===== src/rtl/tis_pkg.sv =====
// Shared definitions for the TIS grid loader: stream header layout, the NOP
// filler word and the controller state encoding.
package tis_pkg;

  // Header word layout
  localparam int unsigned HDR_BIT  = 15;  // 1 marks a header word
  localparam int unsigned END_BIT  = 14;  // 1 marks the END header
  localparam int unsigned CORE_MSB = 11;
  localparam int unsigned CORE_LSB = 8;
  localparam int unsigned LEN_MSB  = 3;
  localparam int unsigned LEN_LSB  = 0;

  // Written to slot 0 of a core whose frame declares zero instructions
  localparam logic [15:0] NOP_WORD = 16'h7FFF;

  typedef enum logic [2:0] {
    HDR,
    BODY,
    FILL,
    DRAIN,
    READY,
    RUN
  } state_e;

endpackage


===== src/rtl/tis_grid_loader.sv =====
// Configuration and run controller for a grid of TIS cores.
// Decodes a framed word stream into program-store writes while holding the
// cores in reset, then sequences free-run, single-step and halt.
//
// Ports:
//   clk, rst                   clock, synchronous active-high reset
//   in_valid/in_data/in_ready  16-bit word stream handshake
//   load_req                   abort execution and return to loading
//   start_run, step, halt      execution control
//   core_rst, clk_en           reset and execute enable fanned out to all cores
//   prog_we/core/addr/wdata    instruction write strobe and payload
//   plen_we/plen_wdata         program-length write strobe and payload
//   running, err, cycle_cnt    status: in RUN, sticky frame error, executed cycles
// All outputs are registered; strobes appear one cycle after their handshake.
module tis_grid_loader
  import tis_pkg::*;
#(
  parameter int unsigned NCORES     = 12,
  parameter int unsigned PROG_DEPTH = 15,
  parameter int unsigned CNT_W      = 32
) (
  input  logic             clk,
  input  logic             rst,
  input  logic             in_valid,
  input  logic [15:0]      in_data,
  output logic             in_ready,
  input  logic             load_req,
  input  logic             start_run,
  input  logic             step,
  input  logic             halt,
  output logic             core_rst,
  output logic             clk_en,
  output logic             prog_we,
  output logic [3:0]       prog_core,
  output logic [3:0]       prog_addr,
  output logic [15:0]      prog_wdata,
  output logic             plen_we,
  output logic [3:0]       plen_wdata,
  output logic             running,
  output logic             err,
  output logic [CNT_W-1:0] cycle_cnt
);

  state_e state_q, state_d;

  logic             in_ready_q, in_ready_d;
  logic             core_rst_q, core_rst_d;
  logic             clk_en_q, clk_en_d;
  logic             running_q, running_d;
  logic             err_q, err_d;
  logic             prog_we_q, prog_we_d;
  logic [3:0]       prog_core_q, prog_core_d;
  logic [3:0]       prog_addr_q, prog_addr_d;
  logic [15:0]      prog_wdata_q, prog_wdata_d;
  logic             plen_we_q, plen_we_d;
  logic [3:0]       plen_wdata_q, plen_wdata_d;
  logic [3:0]       idx_q, idx_d;
  logic [3:0]       len_q, len_d;
  logic             step_prev_q;
  logic [CNT_W-1:0] cnt_q, cnt_d;

  logic       accept;
  logic       step_rise;
  logic       step_fire;
  logic [3:0] hdr_core;
  logic [3:0] hdr_len;

  // in_ready_q always mirrors the current state, so this is the true handshake
  assign accept    = in_valid & in_ready_q;
  assign step_rise = step & ~step_prev_q;
  assign hdr_core  = in_data[CORE_MSB:CORE_LSB];
  assign hdr_len   = in_data[LEN_MSB:LEN_LSB];

  always_comb begin
    state_d      = state_q;
    err_d        = err_q;
    prog_we_d    = 1'b0;
    plen_we_d    = 1'b0;
    prog_core_d  = prog_core_q;
    prog_addr_d  = prog_addr_q;
    prog_wdata_d = prog_wdata_q;
    plen_wdata_d = plen_wdata_q;
    idx_d        = idx_q;
    len_d        = len_q;
    step_fire    = 1'b0;
    cnt_d        = cnt_q;

    if (clk_en_q && (cnt_q != {CNT_W{1'b1}})) begin
      cnt_d = cnt_q + CNT_W'(1);
    end

    unique case (state_q)
      HDR: begin
        if (accept) begin
          if (!in_data[HDR_BIT]) begin
            state_d = DRAIN;
            err_d   = 1'b1;
          end else if (in_data[END_BIT]) begin
            state_d = READY;
          end else if ((32'(hdr_core) >= NCORES) || (32'(hdr_len) > PROG_DEPTH)) begin
            state_d = DRAIN;
            err_d   = 1'b1;
          end else if (hdr_len == 4'd0) begin
            // Empty program becomes a single NOP so the core still has something to run
            state_d      = FILL;
            prog_core_d  = hdr_core;
            plen_we_d    = 1'b1;
            plen_wdata_d = 4'd1;
            prog_we_d    = 1'b1;
            prog_addr_d  = 4'd0;
            prog_wdata_d = NOP_WORD;
          end else begin
            state_d      = BODY;
            prog_core_d  = hdr_core;
            plen_we_d    = 1'b1;
            plen_wdata_d = hdr_len;
            idx_d        = 4'd0;
            len_d        = hdr_len;
          end
        end
      end
      FILL: state_d = HDR;
      BODY: begin
        if (accept) begin
          prog_we_d    = 1'b1;
          prog_addr_d  = idx_q;
          prog_wdata_d = in_data;
          idx_d        = idx_q + 4'd1;
          if (idx_q == len_q - 4'd1) begin
            state_d = HDR;
          end
        end
      end
      DRAIN: begin
        if (accept && in_data[HDR_BIT] && in_data[END_BIT]) begin
          state_d = READY;
        end
      end
      READY: begin
        if (load_req) begin
          state_d = HDR;
          err_d   = 1'b0;
          cnt_d   = '0;
        end else if (halt) begin
          state_d = READY;  // halt outranks start_run/step even when idle
        end else if (start_run && !err_q) begin
          state_d = RUN;
        end else if (step_rise && !err_q) begin
          step_fire = 1'b1;
        end
      end
      RUN: begin
        if (load_req) begin
          state_d = HDR;
          err_d   = 1'b0;
          cnt_d   = '0;
        end else if (halt) begin
          state_d = READY;
        end
      end
      default: state_d = HDR;
    endcase

    // Level outputs are registered from the next state so they align with it
    in_ready_d  = (state_d == HDR) || (state_d == BODY) || (state_d == DRAIN);
    core_rst_d  = (state_d != READY) && (state_d != RUN);
    running_d   = (state_d == RUN);
    clk_en_d    = (state_d == RUN) || step_fire;
  end

  always_ff @(posedge clk) begin
    if (rst) begin
      state_q      <= HDR;
      in_ready_q   <= 1'b1;
      core_rst_q   <= 1'b1;
      clk_en_q     <= 1'b0;
      running_q    <= 1'b0;
      err_q        <= 1'b0;
      prog_we_q    <= 1'b0;
      prog_core_q  <= 4'd0;
      prog_addr_q  <= 4'd0;
      prog_wdata_q <= 16'd0;
      plen_we_q    <= 1'b0;
      plen_wdata_q <= 4'd0;
      idx_q        <= 4'd0;
      len_q        <= 4'd0;
      step_prev_q  <= 1'b0;
      cnt_q        <= '0;
    end else begin
      state_q      <= state_d;
      in_ready_q   <= in_ready_d;
      core_rst_q   <= core_rst_d;
      clk_en_q     <= clk_en_d;
      running_q    <= running_d;
      err_q        <= err_d;
      prog_we_q    <= prog_we_d;
      prog_core_q  <= prog_core_d;
      prog_addr_q  <= prog_addr_d;
      prog_wdata_q <= prog_wdata_d;
      plen_we_q    <= plen_we_d;
      plen_wdata_q <= plen_wdata_d;
      idx_q        <= idx_d;
      len_q        <= len_d;
      step_prev_q  <= step;
      cnt_q        <= cnt_d;
    end
  end

  assign in_ready   = in_ready_q;
  assign core_rst   = core_rst_q;
  assign clk_en     = clk_en_q;
  assign running    = running_q;
  assign err        = err_q;
  assign prog_we    = prog_we_q;
  assign prog_core  = prog_core_q;
  assign prog_addr  = prog_addr_q;
  assign prog_wdata = prog_wdata_q;
  assign plen_we    = plen_we_q;
  assign plen_wdata = plen_wdata_q;
  assign cycle_cnt  = cnt_q;

endmodule


===== config.mk =====
export PLATFORM = sky130hd
export DESIGN_NAME = tis_grid_loader
export DESIGN_NICKNAME = d
export VERILOG_FILES = /design/src/rtl/tis_pkg.sv /design/src/rtl/tis_grid_loader.sv
export SDC_FILE = /design/constraint.sdc
export NUM_CORES = 1
export LEC_CHECK = 0
export ABC_AREA = 1
export CAP_MARGIN = 10
export CELL_PAD_IN_SITES_DETAIL_PLACEMENT = 1
export CELL_PAD_IN_SITES_GLOBAL_PLACEMENT = 1
export CORE_MARGIN = 2
export CORE_UTILIZATION = 35
export DETAILED_ROUTE_END_ITERATION = 16
export PLACE_DENSITY_LB_ADDON = 0.1
export SLEW_MARGIN = 20
export SYNTH_ARGS = -nofsm -noshare
export SYNTH_HDL_FRONTEND = slang
export SYNTH_SLANG_ARGS = --single-unit

===== constraint.sdc =====
create_clock -name clk -period 2.3 [get_ports clk]
set_clock_uncertainty 0.05 [all_clocks]
set_input_delay 0.345 -clock clk [delete_from_list [all_inputs] [get_ports clk]]
set_output_delay 0.345 -clock clk [all_outputs]
set_load 0.01 [all_outputs]

# [Word-level counts from Yosys, hierarchy flattened]
# Index checks and enable logic that the tools add are counted.
[word_totals] mem_count=0 ramBits=0 latchBits=0 output_inout_bits=67 in_bits=23 reg_bits=79 mem_bits_ro=0
[op_classes] div=0 n_bitwise=9 magnitude_cmp=1 n_addsub=3 n_eq_ne=21 n_shift=0 n_mul=0 reduce_logical=22 n_mux=58
[ops] op="two-way mux 16 bit" count=6
[ops] op="two-way mux 32 bit" count=3
[ops] op="two-way mux 4 bit" count=13
[ops] op="two-way mux 3 bit" count=11
[ops] op="adder 32 x 1 -> 32 bit (second input constant)" count=1
[ops] op="!= test 32 bit (second input constant)" count=1
[ops] op="case mux 16 bit (2 select lines)" count=1
[ops] op="two-way mux 1 bit" count=17
[ops] op="case mux 4 bit (2 select lines)" count=2
[ops] op="case mux 3 bit (5 select lines)" count=1
[ops] op="!= test 2 bit (second input constant)" count=7
[ops] op="AND reduction 7 bit" count=2
[ops] op="!= test 3 bit (second input constant)" count=4
[ops] op="AND reduction 5 bit" count=2
[ops] op="== test 3 bit (second input constant)" count=3
[ops] op="NOT 1 bit" count=7
[ops] op="== test 3 x 1 -> 1 bit (second input constant)" count=2
[ops] op="== test 3 x 2 -> 1 bit (second input constant)" count=2
[ops] op="logical AND 1 bit" count=6
[ops] op="zero test 3 bit" count=2
[ops] op="AND reduction 6 bit" count=1
[ops] op="OR reduction 5 bit" count=1
[ops] op="adder 4 x 1 -> 4 bit (second input constant)" count=1
[ops] op="== test 4 bit" count=1
[ops] op="other kinds (11)" count=17

# [Logic depth before layout (Yosys ltp)]
# Gate-level depths: netlist of the first run.
[logic_depth] depth_word=10 ltp_mapped=13 depth_no_buf=12

# [Worst setup path after synthesis of the first run]
# No wires, ideal clock.
[synth_path] kind="flip-flop to flip-flop" startpoint="register cnt_q[1] (netlist: cycle_cnt[1])" endpoint="register cnt_q[12] (netlist: cycle_cnt[12])" path_slack_ps=623 stages_incl_launch_ff=12 arrival_time_ps=1500 t_required_ps=2122 period_less_slack_ps=1677 cell_sequence="dfxtp_1 -> ha_1 -> inv_1 -> nor2_4 -> nand2_2 -> nor2_1 -> nand2_1 -> nand2_4 -> buf_2 -> nand2_1 -> o211ai_1 -> nor2_1"
[synth_via] elab_chain_len=5
[synth_lines] element="start: declaration" line="tis_grid_loader.sv:60" source="logic [CNT_W-1:0] cnt_q, cnt_d;"
[synth_lines] element="start signal: assignment" line="tis_grid_loader.sv:205" source="cnt_q <= cnt_d;"
[synth_lines] element="branches (longest 2 deep; another with adder 32 x 1 -> 32 bit)"
[synth_lines] element="two-way mux 32 bit (*)" line="tis_grid_loader.sv:88" source="if (clk_en_q && (cnt_q != {CNT_W{1'b1}})) begin"
[synth_lines] element="two-way mux 32 bit" line="tis_grid_loader.sv:140, tis_grid_loader.sv:153"
[synth_lines] element="two-way mux 32 bit (*)"
# Mark *: on every way between the ends.
# A chain may end at the register's enable or synchronous reset.

# [Final worst setup path of the first run]
[layout_path] startpoint="register cnt_q[0] (netlist: cycle_cnt[0])" endpoint="register cnt_q[23] (netlist: cycle_cnt[23])"
# The elaborated chain is that of the path after synthesis.

==> reports/metrics.yaml, run 1 <==
cts_buffer_depth: 2
drtIter0Drc: 140
cp-endpoint: "cycle_cnt[23]"
period_needed_ns: 2.03
worst-path-stages: 11
grt_setup_unrepaired: "false"
path_delay_family: "simple AND/OR/NAND/NOR gates"
clock-sinks: 79
crit_fanout: 27
period_share_pct: 88.3
crit_path_start_kind: "flop"
max_clock_freq_ghz: 0.492
post_cts_buffers: 0
place_congestion: 0.805
synthCells: 577
initial_core_util_pct: 35.9
pwr-share-comb_pct: 14.5
grt_overflow: 0
root_buffer: "clkbuf_8"
ctsResizeCount: 0
slowest_delay_ns: 0.42
syn2layout_area_growth_pct: 32.1
cp-startpoint: "cycle_cnt[0]"
hold_violations: 0
dieArea_um2: 12000
r2r-start: "cycle_cnt[0]"
maxSlewHeadroom_pct: 51.6
synthDistinctLibCells: 36
drtAntennaViolNets: 0
cap_violations: 0
syn-cell-area_um2: 3890
path_class: "reg -> reg"
grt_max_degree: 28
crit_path_end_kind: "flop"
p_leak_nw: 2.06
clockPowerShare_pct: 37.3
post_drt_wl_per_cell_um: 14.8
io_buffers: 89
cts_tree: "yes"
synthesis.nets: 603
clock_latency_ns: 0.37
wirelength_um: 12100
status: "finished clean"
synth_enable_flop_cells: 0
ys_seq_area_share_pct: 40.6
p_int_mw: 2.23
seq_power_share_pct: 48.2
io_pins: 90
hpwl_um: 9120
avgSynthCellArea_um2: 6.74
grt_pass1_wl_um: 20100
rows: 38
cts-htree-levels: 3
synth_ff_type: "dfxtp_1"
clk_pin_slew_worst_paths_ns: 0.09
fin_tns_setup_ns: 0
die_w_um: 109
slew_viol_final: 0
vias: 3994
worst_slew_pin_slew_ns: 0.724
cp.arrival_ns: 2.24
drc: 0
async_flop_share_pct: 0
layout-drive-gt1-share_pct: 6.52
viasPerCell: 4.90
nets: 696
crit_chain: "ha_1 -> inv_1 -> nor2_4 -> nand2_2 -> nor2_1 -> nand2_1 -> nand2_4 -> inv_4 -> or2_0 -> nand2_1 -> nor2_1"
crit_slowest_cell: "dfxtp_1"
synth-seq-cells: 79
numCtsBuffers: 9
track_usage_pct: 21.6
yosysWarningCount: 0
antenna_found_initial: 0
reg2reg_slack_ns: 0.27
min_path_type: "reg -> reg"
coreArea_um2: 10800
grt_pass1_vias: 4160
power_switching_uw: 815
dr.pass1.iters: 6
path_buf_inv: 2
peakVddDrop_v: 0.000394
die_y_um: 109
cts-hold-fix-buffers: 0
diodes: 0
powerDensity_nw_per_um2: 593
reg2reg_depth: 11
reg2reg_to: "cycle_cnt[23]"
p_sw_share_pct: 26.7
p_total_mw: 3.05
required_ns: 2.51
final-setup-viol-count: 0
[power groups by stage]
stage          combinational, mW  clock, mW  sequential [mW]
6_report                   0.442       1.14             1.47
5_1_grt                    0.494       1.24             1.48
4_1_cts                    0.448       1.17             1.47
3_5_place_dp               0.443          0             1.50
3_3_place_gp               0.428          0             1.50
2_1_floorplan              0.217          0             1.51
[cells by family (layout without fill, tap and decap cells)]
family          Yosys count  after routing  share of synthesized area [%]
flops                    79             79                           40.6
simple gates            313            313                           34.1
buf+inv                  97            195                           9.97
xor+xnor                 13             13                           2.93
fa+ha+maj                 3              3                          0.965
compound gates           72             72                           11.4
[layer usage]
metal  GRT usage [%]  up-vias  share of wire [%]
met5               0        -                  0
met4            8.86        0                2.1
met3            5.93       18                5.6
met2            37.3       86                 50
met1            25.1     1879                 43
li1                -     2011                  -
[metrics by stage]
step	std cells	area (um^2)	hold slack, ns	worst slack, ns	util (%)
2_1_floorplan	577	3890	0.361	0.623	-
3_3_place_gp	799	4940	0.371	0.187	45.5
3_5_place_dp	799	4940	0.390	0.0255	45.5
4_1_cts	815	5140	0.395	0.245	47.4
5_1_grt	815	5140	0.418	0.0381	47.4
6_report	815	5140	0.399	0.268	47.4
[cell type report]
type                            instances  area [um^2]
Inverter                               83          314
Tap cell                              140          175
Fill cell                            1416         5700
Timing Repair Buffer                   96          943
Clock inverter                          4         70.1
Multi-Input combinational cell        401         1920
Sequential cell                        79         1580
Clock buffer                           12          135
[how the worst min path moves through the flow]
stage | slack [ns] | depth (start not counted) | from | to
floorplan | 0.36 | 1 | step_prev_q | clk_en
detailed placement | 0.39 | 1 | step_prev_q | clk_en
finish | 0.40 | 1 | step_prev_q | clk_en
global route | 0.42 | 1 | step_prev_q | clk_en
global placement | 0.37 | 1 | step_prev_q | clk_en
CTS | 0.39 | 1 | step_prev_q | clk_en
[state kept, by name (all words and copies together), names as in the netlist, 3 cells and up]
signal      count
idx_q           4
prog_addr       4
prog_wdata     16
cycle_cnt      32
state_q         3
prog_core       4
plen_wdata      4
len_q           4
[synthesized netlist by cell type (2+ instances only)]
| cell | instances | area (um^2) |
|---|---|---|
| nor3_1 | 7 | 35.0 |
| a211oi_1 | 3 | 22.5 |
| nor2_2 | 2 | 12.5 |
| a21oi_1 | 22 | 110 |
| inv_1 | 70 | 263 |
| dfxtp_1 | 79 | 1580 |
| o211ai_1 | 3 | 22.5 |
| xnor2_1 | 5 | 43.8 |
| xor2_1 | 8 | 70.1 |
| clkbuf_1 | 9 | 33.8 |
| nand2_1 | 142 | 533 |
| ha_1 | 3 | 37.5 |
| buf_6 | 2 | 22.5 |
| buf_2 | 2 | 10.0 |
| nand2_2 | 5 | 31.3 |
| nor2_1 | 107 | 402 |
| o21ai_0 | 20 | 100 |
| o21ai_1 | 5 | 25.0 |
| o221ai_1 | 15 | 131 |
| or2_0 | 2 | 12.5 |
| clkinv_1 | 4 | 15.0 |
| nand3_1 | 26 | 130 |
| nand4_1 | 7 | 43.8 |
| nor2_4 | 4 | 45.0 |
| nand3b_1 | 5 | 37.5 |
| nor4_1 | 3 | 18.8 |
| inv_2 | 8 | 30.0 |
[cell usage in the layout, fill, tap and decap left out, drive strengths merged]
master,instances
a211oi,3
a21oi,22
a31oi,1
buf,7
bufinv,2
clkbuf,12
clkdlybuf4s50,89
clkinv,6
dfxtp,79
ha,3
inv,79
nand2,148
nand3,26
nand3b,5
nand4,7
nor2,113
nor3,8
nor4,3
o211ai,3
o21ai,26
o221ai,15
o22ai,1
o32ai,1
or2,3
xnor2,5
xor2,8
(Power assumes the default switching activity.)
==> run 2: changes to the inputs <==
--- a/config.mk
+++ b/config.mk
@@ -10,7 +10,7 @@
 export CELL_PAD_IN_SITES_DETAIL_PLACEMENT = 1
 export CELL_PAD_IN_SITES_GLOBAL_PLACEMENT = 1
 export CORE_MARGIN = 2
-export CORE_UTILIZATION = 35
+export CORE_UTILIZATION = 38
 export DETAILED_ROUTE_END_ITERATION = 16
 export PLACE_DENSITY_LB_ADDON = 0.1
 export SLEW_MARGIN = 20
==> run 2 against run 1 <==
  * Flip-flop and latch count unchanged
  * Critical path type unchanged
  * Highest routed layer unchanged
  * Clock power increased by 11%
  * Via count increased by 0.30%
  * Critical endpoint is now cycle_cnt[25]
  * Worst setup slack improved by 0.013 ns
  * Critical path depth up 1
  * Cell count shrank 1.1%
  * Largest power group unchanged
==> reports/metrics.yaml, run 2 (synthesis results as in run 1) <==
reg2reg_depth: 12
diodes: 0
whs_ns: 0.392
grt_pass1_wl_um: 20200
r2r-start: "cycle_cnt[0]"
cts_tree: "yes"
worst_slew_pin_slew_ns: 0.756
vias: 4006
track_usage_pct: 22.5
final-setup-viol-count: 0
required_ns: 2.55
place_congestion: 0.820
reg2reg_to: "cycle_cnt[25]"
max_clock_freq_ghz: 0.495
peakVddDrop_v: 0.000341
power_switching_uw: 839
powerDensity_nw_per_um2: 618
dr.pass1.iters: 4
dp_cells: 790
hpwl_um: 9000
die_y_um: 105
initial_core_util_pct: 39.4
min_from: "step_prev_q"
clockPowerShare_pct: 39.9
period_needed_ns: 2.02
cp.arrival_ns: 2.26
wirelength_um: 12100
cts_buffer_depth: 2
antenna_found_initial: 0
drc: 0
fin_tns_setup_ns: 0
nets: 694
post_cts_buffers: 0
ctsResizeCount: 0
coreArea_um2: 9860
pwr-share-comb_pct: 13.8
grt_setup_unrepaired: "false"
root_buffer: "clkbuf_8"
clock_latency_ns: 0.36
hold_depth: 1
final_common_cell: "nand2_1"
period_share_pct: 87.8
p_total_mw: 3.18
crit_path_end_kind: "flop"
dieArea_um2: 11100
viasPerCell: 4.97
clk_pin_slew_worst_paths_ns: 0.09
path_class: "reg -> reg"
status: "finished clean"
die_w_um: 105
maxSlewHeadroom_pct: 49.6
min_path_type: "reg -> reg"
drtIter0Drc: 90
io_pins: 90
p_int_mw: 2.34
hold_violations: 0
numCtsBuffers: 9
final_cell_mix: "nand2_1, nor2_1, clkdlybuf4s50_1"
grt_overflow: 0
largest_register_ff_count: 32
syn2layout_area_growth_pct: 32.3
clock-sinks: 79
crit_path_start_kind: "flop"
layout-drive-gt1-share_pct: 6.54
reg2reg_slack_ns: 0.28
cts-htree-levels: 3
slew_viol_final: 0
post_drt_wl_per_cell_um: 15.0
cts-hold-fix-buffers: 0
io_buffers: 89
final_cell_count_no_fill: 806
p_sw_share_pct: 26.4
grt_max_degree: 28
cap_violations: 0
hold_end: "clk_en"
grt_pass1_vias: 4241
seq_power_share_pct: 46.2
p_leak_nw: 2.07
crit_fanout: 27
drtAntennaViolNets: 0
rows: 36
==> run 2: power by group through the flow <==
stage / Clock (mW) / Combinational (mW) / Sequential (mW)
after CTS: 1.29 / 0.444 / 1.47
after global placement: 0 / 0.424 / 1.50
after detailed placement: 0 / 0.441 / 1.50
final: 1.27 / 0.439 / 1.47
after floorplan: 0 / 0.217 / 1.51
after global routing: 1.34 / 0.487 / 1.48
==> run 2: layout make-up <==
cell class	instances	area (um^2)
multi-input combinational	401	1920
fill	1275	4720
tap	133	166
inverter	83	314
timing repair buffer	94	928
clock buffer	10	128
sequential	79	1580
clock inverter	6	109
==> run 2: per-stage QoR <==
stage	cell area, um^2	utilization [%]	worst slack (ns)
after floorplan	3890	-	0.623
after CTS	5150	52.2	0.282
after detailed placement	4910	49.8	0.0618
after global placement	4910	49.8	0.201
after global routing	5150	52.2	0.0875
final	5150	52.2	0.281
==> run 2: how the worst max path moves through the flow <==
stage,start,end,slack [ns],cells past startpoint
floorplan,cycle_cnt[1],cycle_cnt[12],0.62,11
global placement,in_valid,prog_addr[3],0.20,10
detailed placement,in_valid,prog_addr[0],0.06,10
CTS,cycle_cnt[0],cycle_cnt[25],0.28,12
global route,cycle_cnt[0],cycle_cnt[25],0.09,12
finish,cycle_cnt[0],cycle_cnt[25],0.28,12
==> run 2: routing by layer <==
metal | part of all wire [%] | GRT usage, % | vias up
met4 | 1.5 | 7.14 | 0
met3 | 4.0 | 5.18 | 10
met1 | 42 | 24.7 | 1913
met5 | 0 | 0 | -
met2 | 52 | 42.2 | 80
li1 | - | - | 2003
==> run 2: critical path: stages, from the launching register on <==
cell,delay (ns)
dfxtp_1,0.37
ha_1,0.22
inv_1,0.12
nor2_4,0.07
nand2_2,0.11
nor2_1,0.06
nand2_1,0.10
nand2_4,0.15
inv_4,0.28
nand3_1,0.17
nand2_1,0.10
nand2_1,0.05
nor2_1,0.10
==> run 3: changes to the inputs <==
--- a/config.mk
+++ b/config.mk
@@ -12,6 +12,7 @@
 export CORE_MARGIN = 2
 export CORE_UTILIZATION = 38
 export DETAILED_ROUTE_END_ITERATION = 16
+export DONT_BUFFER_PORTS = 1
 export PLACE_DENSITY_LB_ADDON = 0.1
 export SLEW_MARGIN = 20
 export SYNTH_ARGS = -nofsm -noshare
==> run 3 against run 2 <==
  * Utilization down 8.5 points
  * Flip-flop and latch count is the same
  * Largest power group unchanged
  * Global-route usage decreased by 1.3 points
  * Largest cell class unchanged
  * Via count is 8.4% lower
  * Critical path depth is 2 lower
==> reports/metrics.yaml, run 3 (synthesis results as in run 1) <==
numCtsBuffers: 9
place_congestion: 0.837
maxSlewHeadroom_pct: 48.5
initial_core_util_pct: 39.4
clock_latency_ns: 0.35
cp.arrival_ns: 2.12
grt_setup_unrepaired: "false"
drc: 0
die_y_um: 105
peakVddDrop_v: 0.000312
slew_viol_final: 0
final_cell_mix: "nand2_1, nor2_1, dfxtp_1"
final-setup-viol-count: 0
period_share_pct: 83.8
crit_path_start_kind: "flop"
dr.pass1.iters: 4
worst_slew_pin_slew_ns: 0.770
cap_violations: 0
fin_tns_setup_ns: 0
io_pins: 90
wirelength_um: 11200
min_from: "rst"
io_buffers: 0
clk_pin_slew_worst_paths_ns: 0.09
seq_area_um2: 1580
final_core_util_pct: 43.7
crit_chain: "nand2_1 -> nor2_4 -> nand2_2 -> nor2_1 -> nand2_1 -> nand2_4 -> inv_4 -> or2_0 -> nand2_1 -> nor2_1"
coreArea_um2: 9860
crit_slowest_cell: "dfxtp_1"
cts-hold-fix-buffers: 1
antenna_found_initial: 0
grt_max_degree: 28
post_drt_wl_per_cell_um: 15.4
grt_pass1_wl_um: 18900
cts_tree: "yes"
grt_overflow: 0
crit_fanout: 27
hold_violations: 0
multiInputGateArea_um2: 1920
nets: 614
required_ns: 2.50
max_clock_freq_ghz: 0.519
largest_register_ff_count: 32
cp-startpoint: "cycle_cnt[2]"
layout-drive-gt1-share_pct: 8.77
reg2reg_slack_ns: 0.37
root_buffer: "clkbuf_8"
powerDensity_nw_per_um2: 685
r2r-start: "cycle_cnt[2]"
path_class: "reg -> reg"
p_total_mw: 2.95
nFillCells: 1303
min_path_type: "in -> reg"
ctsResizeCount: 0
grt_pass1_vias: 3866
viasPerCell: 5.05
dieArea_um2: 11100
cts_buffer_depth: 2
status: "finished clean"
crit_path_end_kind: "flop"
track_usage_pct: 21.2
vias: 3668
hpwl_um: 8500
rows: 36
cpMostUsedCell: "nand2_1"
period_needed_ns: 1.93
diodes: 0
final_common_cell: "nand2_1"
drtIter0Drc: 58
post_cts_buffers: 0
drtAntennaViolNets: 0
p_leak_nw: 1.78
whs_ns: 0.0219
clock-sinks: 79
slowest_delay_ns: 0.46
die_w_um: 105
syn2layout_area_growth_pct: 10.8
cts-htree-levels: 3
run 3: path summary, 6_finish.rpt:
path,endpoint,cells past startpoint
setup / recovery,cycle_cnt[22],10
hold / removal,step_prev_q,1
setup reg to reg,cycle_cnt[22],10
hold reg to reg,clk_en,1
run 3: through the flow:
stage                     instances  worst slack, ns  area (um^2)
after CTS                       726            0.352         4310
after global routing            726            0.161         4310
after detailed placement        709            0.367         4080
after floorplan                 577            0.623         3890
after global placement          709            0.424         4080
final                           726            0.372         4310
run 3: power by group:
group	total [mW]	internal, mW	switching [mW]
sequential	1.50	1.43	0.0676
clock	1.17	0.620	0.555
combinational	0.282	0.0912	0.191
total	2.95	2.14	0.813
run 3: final cells by class:
| cell class | instances | area share, % |
|---|---|---|
| Tap cell | 133 | 3.86 |
| Multi-Input combinational cell | 401 | 44.6 |
| Clock inverter | 6 | 2.15 |
| Clock buffer | 10 | 2.96 |
| Inverter | 83 | 7.28 |
| Sequential cell | 79 | 36.7 |
| Timing Repair Buffer | 14 | 2.50 |
run 3: per-layer routing:
metal  vias up  track usage, %  routed length, um
li1       1848               -                  -
met3         7            7.42                676
met4         0            4.10                 82
met1      1741            23.3               4730
met5         -               0                  0
met2        72            39.0               5690
run 3: critical path, delay by kind of cell (launching register included):
family        cells  cell delay [ns]
simple gates      9             1.13
flops             1             0.46
buf+inv           1             0.17
